`src/rtl/fpga_clock_step_ctrl.sv`:
```
// Run/halt/single-step sequencer producing the registered enable for fpga_clock_gate.
// Also counts gated cycles (cycles with data_next=1) for host readback.
module fpga_clock_step_ctrl #(
    parameter int CNT_W = 32,
    parameter int CYC_W = 64
) (
    input  logic             soc_clk_i,
    input  logic             rstn,
    input  logic             cmd_valid,
    output logic             cmd_ready,
    input  logic [1:0]       cmd_op,
    input  logic [CNT_W-1:0] cmd_arg,
    input  logic             abort_i,
    input  logic             buf_full_i,
    input  logic             trap_i,
    output logic             data_next,
    output logic [1:0]       state_o,
    output logic             step_done,
    output logic [CYC_W-1:0] gated_cycles_o
);

    typedef enum logic [1:0] {
        ST_HALT    = 2'd0,
        ST_RUN     = 2'd1,
        ST_STEP    = 2'd2,
        ST_TRAPPED = 2'd3
    } state_t;

    localparam logic [1:0] OP_HALT  = 2'd0;
    localparam logic [1:0] OP_RUN   = 2'd1;
    localparam logic [1:0] OP_STEP  = 2'd2;
    localparam logic [1:0] OP_CLEAR = 2'd3;

    state_t           state_reg, state_next;
    logic [CNT_W-1:0] remaining_reg, remaining_next;
    logic             data_next_reg, data_next_next;
    logic             step_done_reg, step_done_next;
    logic [CYC_W-1:0] gated_cycles_reg;
    logic             cmd_fire;
    logic             gate_ok;
    logic             clear_cnt;

    assign cmd_ready = (state_reg != ST_STEP);
    assign cmd_fire  = cmd_valid & cmd_ready;
    assign gate_ok   = ~buf_full_i & ~trap_i & ~abort_i;
    assign clear_cnt = cmd_fire & (cmd_op == OP_CLEAR);

    always_ff @(posedge soc_clk_i or negedge rstn) begin
        if (!rstn) begin
            state_reg     <= ST_HALT;
            remaining_reg <= '0;
            data_next_reg <= 1'b0;
            step_done_reg <= 1'b0;
        end else begin
            state_reg     <= state_next;
            remaining_reg <= remaining_next;
            data_next_reg <= data_next_next;
            step_done_reg <= step_done_next;
        end
    end

    // remaining counts enables not yet loaded; the edge loading the last one leaves STEP.
    always_comb begin
        state_next     = state_reg;
        remaining_next = remaining_reg;
        data_next_next = 1'b0;
        step_done_next = 1'b0;
        case (state_reg)
            ST_HALT: begin
                if (cmd_fire && cmd_op == OP_RUN) begin
                    state_next     = ST_RUN;
                    data_next_next = gate_ok;
                end else if (cmd_fire && cmd_op == OP_STEP) begin
                    if (cmd_arg == '0) begin
                        step_done_next = 1'b1;
                    end else if (gate_ok) begin
                        data_next_next = 1'b1;
                        remaining_next = cmd_arg - CNT_W'(1);
                        if (cmd_arg == CNT_W'(1)) begin
                            step_done_next = 1'b1;
                        end else begin
                            state_next = ST_STEP;
                        end
                    end else begin
                        state_next     = ST_STEP;
                        remaining_next = cmd_arg;
                    end
                end
            end
            ST_RUN: begin
                if (trap_i) begin
                    state_next = ST_TRAPPED;
                end else if (cmd_fire && cmd_op == OP_HALT) begin
                    state_next = ST_HALT;
                end else begin
                    data_next_next = gate_ok;
                end
            end
            ST_STEP: begin
                if (trap_i) begin
                    state_next     = ST_TRAPPED;
                    remaining_next = '0;
                end else if (abort_i) begin
                    state_next     = ST_HALT;
                    remaining_next = '0;
                end else if (!buf_full_i && remaining_reg != '0) begin
                    data_next_next = 1'b1;
                    remaining_next = remaining_reg - CNT_W'(1);
                    if (remaining_reg == CNT_W'(1)) begin
                        state_next     = ST_HALT;
                        step_done_next = 1'b1;
                    end
                end
            end
            ST_TRAPPED: begin
                if (clear_cnt) begin
                    state_next = ST_HALT;
                end
            end
            default: state_next = ST_HALT;
        endcase
    end

    // Clear takes precedence over counting an enabled cycle on the same edge.
    always_ff @(posedge soc_clk_i or negedge rstn) begin
        if (!rstn) begin
            gated_cycles_reg <= '0;
        end else if (clear_cnt) begin
            gated_cycles_reg <= '0;
        end else if (data_next_reg) begin
            gated_cycles_reg <= gated_cycles_reg + CYC_W'(1);
        end
    end

    assign data_next      = data_next_reg;
    assign state_o        = state_reg;
    assign step_done      = step_done_reg;
    assign gated_cycles_o = gated_cycles_reg;

endmodule

```
`config.mk`:
```
export PLATFORM = sky130hd
export DESIGN_NAME = fpga_clock_step_ctrl
export DESIGN_NICKNAME = d
export VERILOG_FILES = /design/src/rtl/fpga_clock_step_ctrl.sv
export SDC_FILE = /design/constraint.sdc
export NUM_CORES = 1
export LEC_CHECK = 0
export ABC_AREA = 1
export CORE_AREA = 2 2 150 152
export CTS_CLUSTER_DIAMETER = 40
export CTS_CLUSTER_SIZE = 16
export DETAILED_ROUTE_END_ITERATION = 10
export DIE_AREA = 0 0 152 154
export SETUP_SLACK_MARGIN = 0.05
export SYNTH_ARGS = -nofsm -noshare
export SYNTH_HDL_FRONTEND = slang
export SYNTH_SLANG_ARGS = --single-unit
export TNS_END_PERCENT = 5
```
`constraint.sdc`:
```
create_clock -name soc_clk_i -period 5.69 [get_ports soc_clk_i]
set_input_delay 1.138 -clock soc_clk_i [delete_from_list [all_inputs] [get_ports soc_clk_i]]
set_output_delay 1.138 -clock soc_clk_i [all_outputs]
set_load 0.05 [all_outputs]
```
-- Yosys cells after proc, flatten, opt, wreduce, memory -nomap -nowiden
Index checks and enable logic that the tools add are counted.
- reduce and logical (&&, ||, !) cells: 13
- multiplexer cells: 43
- bitwise operators: 7
- add/subtract/negate cells: 3
- eq/ne operators: 19
- operators by type and width (cell ; number):
    $mux 32 ; 7
    $mux 64 ; 2
    $add 64x1->64 const B ; 1
    $eq 32x1->1 const B ; 2
    $pmux 32 s2 ; 1
    $sub 32x1->32 const B ; 2
    $logic_not 32->1 ; 1
    $reduce_bool 32->1 ; 1
    $mux 2 ; 12
    $mux 1 ; 18
    $ne 4x4->1 const B ; 3
    $ne 2x2->1 const B ; 5
    $ne 3x3->1 const B ; 3
    $eq 2x2->1 const B ; 4
    $pmux 2 s4 ; 1
    $reduce_and 7->1 ; 1
    $reduce_and 5->1 ; 1
    $and 1x1->1 ; 4
    $eq 2x1->1 const B ; 2
    $logic_and 1x1->1 ; 4
    $logic_not 2->1 ; 2
    $reduce_bool 2->1 ; 2
    $not 1->1 ; 3
    $pmux 1 s3 ; 1
    2 further kinds ; 2
- output and inout bits: 69
- logic and storage cells: 90
- register bits: 100
- input port bits: 40

-- Logic depth before layout (Yosys ltp)
- word-level depth: 8
- gate-level depth with buffers: 12
- gate-level depth less buffers: 12

-- Worst setup path after synthesis
Ideal clock, no wire load.
- path type: reg2out
- start: register state_reg[0], in the netlist state_o[0]
- end: output cmd_ready
- arrival time: 2.086 ns
- setup slack: 2.466 ns
- path buffers: 2
- cell stages (with the launch flop): 6
- data required time: 4.552 ns
- cells stage by stage: dfrtp_1 > inv_1 > ha_1 > inv_1 > clkbuf_1 > buf_1
- cells in the longest elaborated chain, start to end: 1
- RTL lines (item ; RTL line ; RTL):
    from (decl) ; 34 ; state_t state_reg, state_next;
    from (signal assigned) ; 55 ; state_reg <= state_next;
    $ne 2x2->1 ; 43 ; assign cmd_ready = (state_reg != ST_STEP);
    to (decl) ; 10 ; output logic cmd_ready,
No other way between the ends.

-- Final worst setup path
Same ends and word-level chain as after synthesis.

==> out/metrics.csv <==
stage,metric,value,unit
clocking,clk sink count,100,
detailed_routing,final WL,25000,um
critical_path,Max stage delay on crit path,0.87,ns
clocking,Longest Clk Path Bufs,2,
global_routing,antenna violations before repair,0,
clocking,CTS H-tree depth,3,
global_routing,first-pass GRT wire length,40700,um
floorplan,Ports,109,
critical_path,slowest cell on the critical path,clkdlybuf4s50_1,
timing,Tcrit/Tclk final,63.3,%
global_routing,GRT Overall Usage,21.3,%
detailed_routing,Iteration-0 DRC Markers,567,
final_layout,fin nets,1460,
timing,minimum clock period,3.60,ns
logic_synthesis,"EDFF count, synth",0,
clocking,post-CTS resize count,0,
clocking,Root Driver,clkbuf_16,
critical_path,crit path kind,flip-flop to output pin,
timing,"Slew Viols, Final",0,
clocking,TritonCTS clock tree,done,
power,Cell Pwr Density,288,nW/um^2
logic_synthesis,syn nets,1356,
timing,final hold vios,0,
critical_path,CP cell instances,inv_1 -> ha_1 -> inv_1 -> buf_4 -> clkdlybuf4s50_1,
critical_path,Buffers & Inverters on Critical Path,4,
critical_path,Worst path most repeated cell,inv_1,
clocking,Post-CTS Setup Inserts,0,
power,peak supply drop,0.000150,V
final_layout,"most common cell after layout, fill and taps aside",nand2_1,
timing,maximum clock rate,278,MHz
detailed_routing,DRC errors left,0,
floorplan,die area,23400,um^2
logic_synthesis,Area contributors post-synth,"dfrtp_1 (32%), nand2_1 (19%), nor2_1 (11%)",
logic_synthesis,Syn Area/Cell,6.06,um^2
power,LEAKAGE,0.00441,uW
placed_design,Port Buffers,108,
floorplan,DIE WIDTH,152,um
final_layout,# fillers,2341,
power,sw power,1200,uW
critical_path,Crit path max-delay family,buffers and inverters,
floorplan,row count,54,
global_routing,grt total ovfl,0,
global_routing,largest net degree at the start of global routing,55,
clocking,"Reg clk slew, reported paths",0.07,ns
power,total power,2740,uW
power,Net Sw Frac,43.9,%
logic_synthesis,number of synthesized register bits,100,
placed_design,Post-DP HPWL,19700,um
final_layout,most frequent cells in the layout,"nand2_1 (400), nor2_1 (231), inv_1 (164), nand3_1 (127), clkdlybuf4s50_1 (107)",
placed_design,post-place setup slack,2.12,ns
critical_path,Crit path arrival time,2.46,ns
logic_synthesis,Yosys cell types,45,
placed_design,gpl congestion,0.912,
timing,unrepaired setup endpoints after global routing,no,
detailed_routing,DRT Pass-1 Iters,5,
logic_synthesis,Synth top area share,31.6,%
final_layout,max FFs per register,64,
logic_synthesis,fraction of registers with async set/reset,100,%
clocking,Post-CTS Hold Fix Bufs,0,
floorplan,die span in y,154,um
timing,Slew @ Worst Pin,0.842,ns
logic_synthesis,Synth Flop Type,dfrtp_1,
final_layout,# diodes,0,
logic_synthesis,Yosys warnings,0,
critical_path,CP Max Fanout,31,
detailed_routing,routed via count,8490,
timing,Slew HR,43.7,%
clocking,Clock Latency Late Sink,0.35,ns
final_layout,synthesis-to-finish area growth,20.5,%
power,Power Internal,1540,uW
detailed_routing,"antenna viol nets, final",0,
timing,setup_tns,0,ns
clocking,Num CTS Buffers,9,
logic_synthesis,Syn Inst Count,1306,
power,Comb pwr share,41.5,%
detailed_routing,routed vias/inst,5.01,
critical_path,CP endpoint kind,output pin,
logic_synthesis,register area share after synthesis,31.6,%
critical_path,CP Launch Type,flip-flop,
power,clock share of power,22.6,%
logic_synthesis,largest area contributor in the netlist,dfrtp_1,
hold_path,HP Class,flip-flop to flip-flop,
flow_run,Max Cap Violations,0,
final_layout,layout cells sized above 1,3.96,%
logic_synthesis,Mapped Area,7910,um^2
detailed_routing,drt wl/cell,14.7,um
critical_path,worst path required time,4.55,ns
floorplan,core area,21700,um^2
timing,worst clock skew,0.00741,ns
floorplan,Initial Util,36.5,%
outcome,status,finished clean,
global_routing,number of global-route vias before repair,7975,
timing,final setup violation count,0,
power,sequential share of power,35.9,%
timing,PnR worst setup slack,2.09,ns
[routing by layer]
metal | vias to the layer above | global-route usage [%] | share of wire [%]
li1 | 4376 | - | -
met1 | 3834 | 27.6 | 45
met2 | 241 | 37.0 | 48
met3 | 39 | 2.93 | 4.8
met4 | 0 | 6.76 | 2.4
met5 | - | 0 | 0
[path summary, 6_finish.rpt]
path / startpoint / to / slack (ns) / cells after the start
setup / recovery: state_o[0] / cmd_ready / 2.09 / 5
hold / removal: remaining_reg[1] / remaining_reg[1] / 0.51 / 2
setup reg to reg: state_o[0] / remaining_reg[9] / 2.67 / 11
hold reg to reg: remaining_reg[1] / remaining_reg[1] / 0.51 / 2
max in group asynchronous: rstn / gated_cycles_o[60] / 3.76 / 2
min in group asynchronous: rstn / gated_cycles_o[15] / 0.80 / 1
[final cells by class]
class                      count  area (um^2)  area share (%)
timing repair buffer         113         1120            11.7
inverter                     166          623            6.53
sequential                   100         2500            26.2
clock inverter                 2         35.0           0.367
tap                          280          350            3.67
multi-input combinational   1020         4660            48.9
clock buffer                  13          250            2.62
[cells in the mapped netlist (7+ instances only)]
cell,count
a21oi_1,46
clkbuf_1,8
dfrtp_1,100
ha_1,10
inv_1,164
nand2_1,400
nand3_1,127
nand4_1,35
nor2_1,231
nor2_2,14
nor3_1,40
o21ai_0,58
xor2_1,7
[power groups by stage]
stage	Combinational, uW	Sequential, uW	Clock (uW)
finish	1140	985	620
global route	1300	1010	663
CTS	1150	982	636
detailed placement	1150	992	0
global placement	1130	993	0
floorplan	813	1020	0
[cell families after synthesis]
kind of cell / share of synthesized area, %
xor gates and xnor gates: 0.996
and+or+nand+nor: 47.8
DFF: 31.6
AOI/OAI and AO/OA: 8.52
adders and majority gates: 1.58
buffers and inverters: 9.47
[worst min-delay path: stages (launching register included)]
cell,delay (ns)
dfrtp_1,0.37
nand2_1,0.06
nand2_1,0.05
[per-stage QoR]
stage / cell area [um^2] / std cells / util, % / hold slack, ns
5_1_grt: 9540 / 1694 / 44.0 / 0.553
4_1_cts: 9540 / 1694 / 44.0 / 0.518
2_1_floorplan: 7910 / 1306 / - / 0.464
6_report: 9540 / 1694 / 44.0 / 0.510
3_5_place_dp: 9250 / 1679 / 42.7 / 0.500
3_3_place_gp: 9250 / 1679 / 42.7 / 0.494
Note: power is estimated with default switching activity, not from simulation.
